### config.mk
export PLATFORM = sky130hd
export DESIGN_NAME = fp_addsub_seq
export DESIGN_NICKNAME = d
export VERILOG_FILES = /design/src/rtl/fp_addsub_seq.sv
export SDC_FILE = /design/constraint.sdc
export NUM_CORES = 1
export LEC_CHECK = 0
export CAP_MARGIN = 20
export CORE_UTILIZATION = 33
export DETAILED_ROUTE_END_ITERATION = 8
export PLACE_DENSITY = 0.52
export REMOVE_ABC_BUFFERS = 1
export SLEW_MARGIN = 20
export SYNTH_ARGS = -nofsm -noshare
export SYNTH_HDL_FRONTEND = slang
export SYNTH_SLANG_ARGS = --single-unit
### constraint.sdc
create_clock -name clk -period 14.68 [get_ports clk]
set_input_delay 2.936 -clock clk [delete_from_list [all_inputs] [get_ports clk]]
set_output_delay 2.936 -clock clk [all_outputs]
set_load 0.005 [all_outputs]
### src/rtl/fp_addsub_seq.sv
// -----------------------------------------------------------------------------
// fp_addsub_seq
// Multi-cycle floating-point adder/subtractor with valid/ready handshakes.
// Round-to-nearest-even, subnormal inputs flushed to zero, underflowing
// results flushed to signed zero.
//
// Ports
//   clk            rising-edge clock
//   rst            asynchronous active-low reset
//   in_valid       operands and sub are valid
//   in_ready       block can accept (IDLE only), decoded from state
//   para1, para2   operands, packed {sign, exponent, mantissa}
//   sub            0: para1 + para2, 1: para1 - para2
//   out_valid      out / under_overflow valid
//   out_ready      downstream accepts the result
//   out            result, registered
//   under_overflow result overflowed to inf or was flushed to zero
// -----------------------------------------------------------------------------
module fp_addsub_seq #(
    parameter  int unsigned EXP_W = 8,
    parameter  int unsigned MAN_W = 23,
    localparam int unsigned W     = 1 + EXP_W + MAN_W
) (
    input  logic         clk,
    input  logic         rst,
    input  logic         in_valid,
    output logic         in_ready,
    input  logic [W-1:0] para1,
    input  logic [W-1:0] para2,
    input  logic         sub,
    output logic         out_valid,
    input  logic         out_ready,
    output logic [W-1:0] out,
    output logic         under_overflow
);

    // Datapath: {hidden, mantissa, guard, round, sticky}
    localparam int unsigned DP_W    = MAN_W + 4;
    localparam int unsigned SH_W    = $clog2(DP_W);
    // Exponent carried with headroom for carry-in and negative excursions
    localparam int unsigned EX_W    = ((EXP_W > SH_W) ? EXP_W : SH_W) + 2;
    localparam int unsigned RND_W   = MAN_W + 2;
    localparam int unsigned EXP_MAX = (1 << EXP_W) - 1;
    localparam logic [W-1:0] QNAN   = {1'b0, {EXP_W{1'b1}}, 1'b1, {(MAN_W-1){1'b0}}};

    typedef enum logic [2:0] {
        S_IDLE  = 3'd0,
        S_ALIGN = 3'd1,
        S_ADD   = 3'd2,
        S_NORM  = 3'd3,
        S_ROUND = 3'd4,
        S_DONE  = 3'd5
    } state_t;

    state_t state_q, state_d;

    // Control decoded from state
    logic accept;

    // Registered datapath
    logic [W-1:0]      a_q, a_d;
    logic [W-1:0]      b_q, b_d;
    logic              sign_q, sign_d;
    logic              eff_sub_q, eff_sub_d;
    logic [EX_W-1:0]   exp_q, exp_d;
    logic [DP_W-1:0]   siga_q, siga_d;
    logic [DP_W-1:0]   sigb_q, sigb_d;
    logic              spec_q, spec_d;
    logic [W-1:0]      spec_val_q, spec_val_d;
    logic [DP_W:0]     sum_q, sum_d;
    logic [DP_W-1:0]   norm_q, norm_d;
    logic              zero_q, zero_d;
    logic [W-1:0]      out_q, out_d;
    logic              uo_q, uo_d;
    logic              out_valid_q, out_valid_d;

    // Alignment-stage combinational signals
    logic              sa, sb, sx;
    logic [EXP_W-1:0]  ea, eb, ex, ey, diff;
    logic [MAN_W-1:0]  ma, mb;
    logic              a_zero, b_zero, a_inf, b_inf, a_nan, b_nan, swap;
    logic [W-2:0]      mag_a, mag_b;
    logic [DP_W-1:0]   sig_a, sig_b, sig_x, sig_y, sig_y_al, sh_mask;
    logic [SH_W-1:0]   sh;
    logic              sticky;
    logic              spec_c;
    logic [W-1:0]      spec_val_c;

    // Normalise / round combinational signals
    logic [SH_W-1:0]   lzc;
    logic              rnd_up;
    logic [RND_W-1:0]  rnd;
    logic              rnd_carry;
    logic [MAN_W-1:0]  man_r;
    logic [EX_W-1:0]   exp_r;

    // State register
    always_ff @(posedge clk or negedge rst) begin
        if (!rst) begin
            state_q <= S_IDLE;
        end else begin
            state_q <= state_d;
        end
    end

    // Next-state logic
    always_comb begin
        state_d = state_q;
        case (state_q)
            S_IDLE:  if (in_valid) state_d = S_ALIGN;
            S_ALIGN: state_d = S_ADD;
            S_ADD:   state_d = S_NORM;
            S_NORM:  state_d = S_ROUND;
            S_ROUND: state_d = S_DONE;
            S_DONE:  if (out_ready) state_d = S_IDLE;
            default: state_d = S_IDLE;
        endcase
    end

    // FSM outputs
    always_comb begin
        in_ready = 1'b0;
        accept   = 1'b0;
        if (state_q == S_IDLE) begin
            in_ready = 1'b1;
            accept   = in_valid;
        end
    end

    // Classification, magnitude swap and sticky right-shift of the smaller operand
    always_comb begin
        sa     = a_q[W-1];
        ea     = a_q[W-2:MAN_W];
        ma     = a_q[MAN_W-1:0];
        sb     = b_q[W-1];
        eb     = b_q[W-2:MAN_W];
        mb     = b_q[MAN_W-1:0];

        a_zero = (ea == '0);
        b_zero = (eb == '0);
        a_inf  = (ea == '1) && (ma == '0);
        b_inf  = (eb == '1) && (mb == '0);
        a_nan  = (ea == '1) && (ma != '0);
        b_nan  = (eb == '1) && (mb != '0);

        // Subnormals count as zero magnitude
        mag_a  = a_zero ? '0 : a_q[W-2:0];
        mag_b  = b_zero ? '0 : b_q[W-2:0];
        swap   = (mag_b > mag_a);

        sig_a  = a_zero ? '0 : {1'b1, ma, 3'b000};
        sig_b  = b_zero ? '0 : {1'b1, mb, 3'b000};

        sx     = swap ? sb : sa;
        ex     = swap ? eb : ea;
        ey     = swap ? ea : eb;
        sig_x  = swap ? sig_b : sig_a;
        sig_y  = swap ? sig_a : sig_b;

        diff   = ex - ey;
        // Saturate so the hidden bit can at worst land in the sticky position
        if (32'(diff) > (DP_W - 1)) begin
            sh = SH_W'(DP_W - 1);
        end else begin
            sh = SH_W'(diff);
        end
        sh_mask  = ~({DP_W{1'b1}} << sh);
        sticky   = |(sig_y & sh_mask);
        sig_y_al = (sig_y >> sh) | DP_W'(sticky);

        // Special-case result, applied in place of the arithmetic one later
        spec_c     = 1'b0;
        spec_val_c = '0;
        if (a_nan || b_nan || (a_inf && b_inf && (sa != sb))) begin
            spec_c     = 1'b1;
            spec_val_c = QNAN;
        end else if (a_inf) begin
            spec_c     = 1'b1;
            spec_val_c = {sa, {EXP_W{1'b1}}, {MAN_W{1'b0}}};
        end else if (b_inf) begin
            spec_c     = 1'b1;
            spec_val_c = {sb, {EXP_W{1'b1}}, {MAN_W{1'b0}}};
        end else if (a_zero && b_zero) begin
            // Only -0 + -0 keeps a negative sign
            spec_c     = 1'b1;
            spec_val_c = {sa & sb, {(W-1){1'b0}}};
        end
    end

    // Leading-zero count of the non-carry sum; highest set bit wins
    always_comb begin
        lzc = '0;
        for (int i = 0; i < DP_W; i++) begin
            if (sum_q[i]) lzc = SH_W'(DP_W - 1 - i);
        end
    end

    // Round-to-nearest-even on the normalised significand
    always_comb begin
        rnd_up    = norm_q[2] && (norm_q[1] || norm_q[0] || norm_q[3]);
        rnd       = {1'b0, norm_q[DP_W-1:3]} + RND_W'(rnd_up);
        rnd_carry = rnd[RND_W-1];
        man_r     = rnd_carry ? rnd[MAN_W:1] : rnd[MAN_W-1:0];
        exp_r     = exp_q + EX_W'(rnd_carry);
    end

    // Datapath next-state
    always_comb begin
        a_d         = a_q;
        b_d         = b_q;
        sign_d      = sign_q;
        eff_sub_d   = eff_sub_q;
        exp_d       = exp_q;
        siga_d      = siga_q;
        sigb_d      = sigb_q;
        spec_d      = spec_q;
        spec_val_d  = spec_val_q;
        sum_d       = sum_q;
        norm_d      = norm_q;
        zero_d      = zero_q;
        out_d       = out_q;
        uo_d        = uo_q;
        out_valid_d = out_valid_q;

        case (state_q)
            S_IDLE: begin
                if (accept) begin
                    a_d = para1;
                    // Subtraction folds into an add of the negated operand
                    b_d = {para2[W-1] ^ sub, para2[W-2:0]};
                end
            end
            S_ALIGN: begin
                sign_d     = sx;
                eff_sub_d  = sa ^ sb;
                exp_d      = EX_W'(ex);
                siga_d     = sig_x;
                sigb_d     = sig_y_al;
                spec_d     = spec_c;
                spec_val_d = spec_val_c;
            end
            S_ADD: begin
                // A has the larger magnitude, so the difference is never negative
                if (eff_sub_q) begin
                    sum_d = {1'b0, siga_q} - {1'b0, sigb_q};
                end else begin
                    sum_d = {1'b0, siga_q} + {1'b0, sigb_q};
                end
            end
            S_NORM: begin
                zero_d = (sum_q == '0);
                if (sum_q[DP_W]) begin
                    norm_d = {sum_q[DP_W:2], sum_q[1] | sum_q[0]};
                    exp_d  = exp_q + EX_W'(1);
                end else begin
                    norm_d = sum_q[DP_W-1:0] << lzc;
                    exp_d  = exp_q - EX_W'(lzc);
                end
            end
            S_ROUND: begin
                out_valid_d = 1'b1;
                uo_d        = 1'b0;
                if (spec_q) begin
                    out_d = spec_val_q;
                end else if (zero_q) begin
                    out_d = '0;
                end else if (!exp_r[EX_W-1] && (exp_r >= EX_W'(EXP_MAX))) begin
                    out_d = {sign_q, {EXP_W{1'b1}}, {MAN_W{1'b0}}};
                    uo_d  = 1'b1;
                end else if (exp_r[EX_W-1] || (exp_r == '0)) begin
                    out_d = {sign_q, {(W-1){1'b0}}};
                    uo_d  = 1'b1;
                end else begin
                    out_d = {sign_q, exp_r[EXP_W-1:0], man_r};
                end
            end
            S_DONE: begin
                if (out_ready) out_valid_d = 1'b0;
            end
            default: begin
                out_valid_d = 1'b0;
            end
        endcase
    end

    // Datapath registers
    always_ff @(posedge clk or negedge rst) begin
        if (!rst) begin
            a_q         <= '0;
            b_q         <= '0;
            sign_q      <= 1'b0;
            eff_sub_q   <= 1'b0;
            exp_q       <= '0;
            siga_q      <= '0;
            sigb_q      <= '0;
            spec_q      <= 1'b0;
            spec_val_q  <= '0;
            sum_q       <= '0;
            norm_q      <= '0;
            zero_q      <= 1'b0;
            out_q       <= '0;
            uo_q        <= 1'b0;
            out_valid_q <= 1'b0;
        end else begin
            a_q         <= a_d;
            b_q         <= b_d;
            sign_q      <= sign_d;
            eff_sub_q   <= eff_sub_d;
            exp_q       <= exp_d;
            siga_q      <= siga_d;
            sigb_q      <= sigb_d;
            spec_q      <= spec_d;
            spec_val_q  <= spec_val_d;
            sum_q       <= sum_d;
            norm_q      <= norm_d;
            zero_q      <= zero_d;
            out_q       <= out_d;
            uo_q        <= uo_d;
            out_valid_q <= out_valid_d;
        end
    end

    assign out            = out_q;
    assign under_overflow = uo_q;
    assign out_valid      = out_valid_q;

endmodule

==> flow_summary_export.csv, run 1 <==
group,metric,value,unit
cells_and_area,fin_util,38.54,%
clock_tree,cts_tree,"built",
drt,vias,16380,
floorplanning,rows,83,
setup_path,worst-path-max-fanout,42,
clock_tree,cts.sinks,224,
clock_tree,htree_levels,1,
placed_design,place.detailed.instances,2795,
sta,hold_violations,0,
sta,slew_violations,0,
clock_tree,clk_latency,0.60,ns
floorplanning,dieArea,53530,µm²
global_routing,grtUsageTotal,22.38,%
global_routing,grt_pass1_wl,94500,µm
drt,drt_iter0_drc,1345,
setup_path,endpoint,"sigb_q[5]",
setup_path,crit_arrival,8.97,ns
floorplanning,core_region_area,51610,µm²
drt,drc_errors,0,
sta,fmax,117.6,MHz
setup_path,cp-start-kind,"flop",
sta,post-route-period-util,57.92,%
global_routing,grt-ovfl-total,0,
sta,rsz0062_at_grt,"false",
setup_path,r2r_slack,6.18,ns
cells_and_area,antenna_cells,0,
floorplanning,start_util,33.64,%
setup_path,r2r_start,"b_q[25]",
synth,ys.flop_type,"dfrtp_1",
synth,async_reset_ff_share,100.0,%
setup_path,worstRegToRegCells,23,
setup_path,reg2reg_to,"sigb_q[5]",
drt,avgRoutedWirePerCell,21.14,µm
synth,netlist_area,17360,µm²
placed_design,port_buffers,103,
global_routing,grt_pass1_vias,15840,
run,max_cap_viol_count,0,
drt,viasPerCell,5.759,
clock_tree,holdBufCountCts,0,
cells_and_area,fin_cells,2845,
floorplanning,pin_count,104,
setup_path,endpoint_kind,"flop",
cells_and_area,area_growth,14.59,%
placed_design,gp_congestion,0.9527,
sta,finalSetupTns,0,ns
floorplanning,die_y,231.4,µm
hold_path,hold_class,"reg -> reg",
drt,wl,60150,µm
clock_tree,cts_resized,0,
drt,antenna_left,0,
global_routing,grt_max_degree,77,
sta,tightestPinTransition,1.142,ns
global_routing,antenna_found_initial,0,
synth,ys_seq_area_share,32.29,%
cells_and_area,drive_above_1_share,9.376,%
sta,min_period,8.503,ns
clock_tree,cts_made_buffers,28,
clock_tree,post_cts_buffers,0,
sta,fin_skew,0.02463,ns
sta,maxSlewHeadroom,23.89,%
sta,setup_viol,0,
synth,syn_area_per_cell,8.193,µm²
synth,ys_warn_count,0,
clock_tree,clk_path_buf_depth,3,
clock_tree,ctsRootBufferMaster,"clkbuf_16",
run_status,status,"finished clean",
placed_design,dp_hpwl,45340,µm
synth,synth-edff-count,0,
setup_path,crit_start,"b_q[25]",
drt,drt_first_pass_iters,5,
setup_path,timing.setup.critical_path_class,"reg -> reg",
clock_tree,clkTransAtPathRegs,0.07,ns
synth,syn_inst,2119,
sta,hold_slack,0.4746,ns
floorplanning,fp.dieW,231.4,µm
synth,synth-seq-cells,224,
cells_and_area,final_nets,2288,
synth,yosysUniqueCellTypes,94,
setup_path,required,15.15,ns
sequential cells by signal (all words and copies together) (netlist names):
signal          count
out_valid           1
under_overflow      1
sum_q              28
sign_q              1
spec_q              1
a_q                32
norm_q             27
spec_val_q          3
eff_sub_q           1
b_q                32
siga_q             24
state_q             3
sigb_q             27
exp_q              10
out                32
zero_q              1
per-layer routing:
layer / wire (µm) / GRT usage, % / vias up
met1: 26970 / 30.01 / 7925
met4: 2368 / 8.609 / 0
met3: 2997 / 2.621 / 101
li1: - / - / 7822
met5: 0 / 0 / -
met2: 27810 / 36.62 / 535
stage by stage:
stage / area (µm²) / setup slack (ns)
finish: 19890 / 6.177
floorplan: 16780 / 5.029
global placement: 18880 / 6.448
global route: 19890 / 5.648
CTS: 19860 / 6.187
detailed placement: 18880 / 6.234
how the worst min path moves through the flow:
stage	start	end	slack, ns	cells after the start
floorplan	spec_val_q[31]	spec_val_q[31]	0.44	2
global placement	out[9]	out[9]	0.46	2
finish	out[11]	out[11]	0.47	2
CTS	out[11]	out[11]	0.48	2
detailed placement	out[11]	out[11]	0.47	2
global route	out[9]	out[9]	0.50	2
critical path: stages, from the launching register on:
cell      delay [ns]
dfrtp_1         0.54
nor4_1          0.32
nand2_1         0.65
and2_1          0.48
ha_1            0.32
a211oi_1        0.23
nor2_1          0.09
o31ai_2         0.29
nand4_2         0.19
o211ai_1        0.20
buf_4           0.31
a21oi_1         0.12
ha_1            0.30
buf_4           0.39
clkinv_1        0.59
nor2_1          0.49
o211ai_1        0.17
and3b_1         1.00
nor3_2          0.08
buf_4           0.28
a221oi_2        0.52
nor2_1          0.06
or3_1           0.34
a221o_1         0.33
final cells by class:
cell class                      instances  area (µm²)
Clock buffer                           38       828.3
Fill cell                            5300       31720
Sequential cell                       224        5605
Tap cell                              680       850.8
Inverter                               64       240.2
Multi-Input combinational cell       1697       10950
Clock inverter                         11       148.9
Timing Repair Buffer                  131        1266
cell usage after synthesis, types with 28 or more instances:
library cell | number | area (µm²)
a21oi_1 | 161 | 805.8
mux2i_1 | 68 | 680.7
nor3_1 | 38 | 190.2
clkbuf_1 | 93 | 349.1
nand3_1 | 69 | 345.3
a31oi_1 | 30 | 187.7
nand4_1 | 28 | 175.2
o21ai_0 | 151 | 755.7
nand2_1 | 298 | 1119
nor4_1 | 39 | 244.0
mux2_2 | 69 | 777.0
inv_1 | 57 | 214.0
xor2_1 | 30 | 262.8
xnor2_1 | 55 | 481.7
nor2_1 | 178 | 668.1
ha_1 | 72 | 900.9
dfrtp_1 | 224 | 5605
logic make-up after synthesis:
| kind of cell | count (synthesis) | share of synthesized area (%) |
|---|---|---|
| buf+inv | 198 | 4.699 |
| fa+ha+maj | 73 | 5.304 |
| compound gates | 606 | 23.10 |
| flops | 224 | 32.29 |
| mux | 139 | 8.613 |
| simple gates | 793 | 21.61 |
| xor+xnor | 86 | 4.382 |
layout by cell type, fill, tap and decap left out, types with 16 or more instances in the layout:
cell / netlist / layout
a211oi_1: 20 / 20
a21o_1: 17 / 17
a21oi_1: 161 / 161
a22o_1: 16 / 16
a31oi_1: 30 / 30
and2_1: 21 / 20
and3_1: 21 / 21
buf_4: 5 / 27
clkbuf_16: 0 / 28
clkdlybuf4s50_1: 0 / 102
dfrtp_1: 224 / 224
ha_1: 72 / 72
inv_1: 57 / 57
mux2_2: 69 / 69
mux2i_1: 68 / 68
nand2_1: 298 / 298
nand2b_1: 21 / 20
nand3_1: 69 / 68
nand4_1: 28 / 28
nor2_1: 178 / 177
nor2b_1: 17 / 17
nor3_1: 38 / 38
nor4_1: 39 / 39
o211ai_1: 19 / 19
o21ai_0: 151 / 150
o31ai_1: 18 / 18
xnor2_1: 55 / 55
xor2_1: 30 / 30
Power of run 1 is left out: the tool's default activity adds up to more than one toggle a clock period on the data nets, which glitch-free logic cannot reach.
==> inputs of run 2 (changes only) <==
==> constraint.sdc (replaced) <==
create_clock -name clk -period 8.9 [get_ports clk]
set_input_delay 1.78 -clock clk [delete_from_list [all_inputs] [get_ports clk]]
set_output_delay 1.78 -clock clk [all_outputs]
set_load 0.005 [all_outputs]
==> run 2 against run 1 <==
Effect of this change:
- utilization grew 0.11 points
- non-clock buffer count grew 5
- critical path depth shrank 2
- hold slack lost 0.0028 ns
- register-to-register slack lost 4.5 ns
- setup slack lost 4.5 ns
- maximum frequency grew 18%
- clock-buffer cell count shrank 1
- critical endpoint unchanged
- largest cell class unchanged
==> flow_summary_export.csv, run 2 (same netlist as run 1, synthesis figures left out) <==
group,metric,value,unit
run_status,status,"finished clean",
global_routing,grt_pass1_wl,94560,µm
global_routing,grt_max_degree,93,
setup_path,crit_buf_inv,3,
setup_path,cp_cell_sequence,"nor4_1 > nand2_1 > and2_1 > ha_1 > a211oi_1 > nor2_1 > o31ai_2 > nand4_2 > o211ai_1 > buf_4 > mux2_2 > o21ai_0 > a21oi_1 > o211ai_2 > buf_4 > nor3_2 > buf_4 > a221oi_1 > a2bb2oi_1 > nor4_1 > a221o_1",
clock_tree,cts_made_buffers,29,
cells_and_area,fin_cells,2854,
sta,fmax,138.7,MHz
placed_design,place.detailed.instances,2801,
clock_tree,cts_tree,"built",
drt,drc_errors,0,
clock_tree,clk_latency,0.57,ns
run,max_cap_viol_count,0,
sta,tightestPinTransition,1.112,ns
drt,drt_iter0_drc,1190,
floorplanning,dieArea,53530,µm²
setup_path,worst-path-max-fanout,73,
drt,wl,60030,µm
cells_and_area,final-seq-area,5605,µm²
setup_path,required,9.36,ns
setup_path,cpPeakStageDelay,0.67,ns
setup_path,crit_slowest_cell,"buf_4",
cells_and_area,layout_commonest_cell,"nand2_1",
floorplanning,pin_count,104,
drt,viasPerCell,5.780,
global_routing,grtUsageTotal,22.22,%
setup_path,cpLargestDelayFamily,"compound AO/OA/AOI/OAI gates",
global_routing,grt-ovfl-total,0,
sta,fin_skew,0.01618,ns
placed_design,port_buffers,103,
sta,post-route-period-util,81.03,%
hold_path,hold_path_depth,2,
setup_path,worstRegToRegCells,21,
setup_path,endpoint_kind,"flop",
clock_tree,ctsRootBufferMaster,"clkbuf_16",
setup_path,cp_num_cells,21,
floorplanning,start_util,33.64,%
global_routing,antenna_found_initial,0,
cells_and_area,drive_above_1_share,9.614,%
global_routing,grt_pass1_vias,16140,
clock_tree,htree_levels,1,
drt,vias,16500,
hold_path,hold_class,"reg -> reg",
sta,rsz0062_at_grt,"false",
placed_design,dp_hpwl,45240,µm
cells_and_area,fillers,5335,
setup_path,crit_arrival,7.67,ns
setup_path,timing.setup.critical_path_class,"reg -> reg",
cells_and_area,layout_common_cells,"298 x nand2_1, 224 x dfrtp_1, 177 x nor2_1",
clock_tree,clk_path_buf_depth,3,
setup_path,cp_common_cell,"buf_4",
cells_and_area,final_nets,2294,
clock_tree,cts.sinks,224,
sta,min_period,7.212,ns
sta,slew_violations,0,
drt,avgRoutedWirePerCell,21.03,µm
drt,antenna_left,0,
placed_design,gp_congestion,0.9352,
drt,drt_first_pass_iters,6,
clock_tree,post_cts_buffers,0,
clock_tree,clkTransAtPathRegs,0.06,ns
cells_and_area,antenna_cells,0,
clock_tree,cts_resized,0,
floorplanning,die_y,231.4,µm
sta,hold_slack,0.4718,ns
setup_path,cp-start-kind,"flop",
sta,hold_violations,0,
floorplanning,rows,83,
floorplanning,fp.dieW,231.4,µm
cells_and_area,area_growth,14.93,%
floorplanning,core_region_area,51610,µm²
sta,maxSlewHeadroom,23.77,%
cells_and_area,multiInputGateArea,10950,µm²
clock_tree,holdBufCountCts,0,
sta,setup_viol,0,
==> run 2: layer usage <==
metal / global-route usage (%) / part of all wire, % / vias to the layer above
met5: 0 / 0 / -
met2: 36.37 / 46 / 523
met4: 9.499 / 4.5 / 0
met1: 29.06 / 44 / 7982
met3: 3.223 / 5.6 / 140
li1: - / - / 7852
==> run 2: worst paths after layout <==
path                             endpoint  slack (ns)  startpoint
worst max-delay path            sigb_q[5]        1.69     b_q[25]
worst min-delay path              out[13]        0.47     out[13]
worst max register to register  sigb_q[5]        1.69     b_q[25]
worst min register to register    out[13]        0.47     out[13]
max in group asynchronous          out[4]        6.32         rst
min in group asynchronous        exp_q[1]        1.19         rst
==> run 2: stage by stage <==
| step | area (µm²) | util, % | setup WS [ns] | setup TNS (ns) |
|---|---|---|---|---|
| floorplan | 16780 | - | -0.7513 | -13.94 |
| global placement | 18930 | 36.68 | 1.833 | 0 |
| detailed placement | 18930 | 36.68 | 1.840 | 0 |
| CTS | 19950 | 38.66 | 1.805 | 0 |
| global route | 19950 | 38.66 | 1.226 | 0 |
| finish | 19950 | 38.66 | 1.688 | 0 |
==> run 2: cell type report <==
| type | instances | share of cell area [%] |
|---|---|---|
| inverter | 64 | 1.204 |
| clock buffer | 37 | 4.039 |
| multi-input combinational | 1697 | 54.88 |
| clock inverter | 16 | 1.085 |
| sequential | 224 | 28.09 |
| timing repair buffer | 136 | 6.434 |
| tap | 680 | 4.264 |
==> run 2: worst reg2reg max path, stage by stage (launching register included) <==
cell and delay, ns:
dfrtp_1 0.54, nor4_1 0.32, nand2_1 0.63, and2_1 0.48
ha_1 0.32, a211oi_1 0.23, nor2_1 0.09, o31ai_2 0.25
nand4_2 0.18, o211ai_1 0.25, buf_4 0.67, mux2_2 0.48
o21ai_0 0.18, a21oi_1 0.11, o211ai_2 0.43, buf_4 0.33
nor3_2 0.06, buf_4 0.26, a221oi_1 0.59, a2bb2oi_1 0.33
nor4_1 0.08, a221o_1 0.28
Power of run 2 is left out for the same reason.
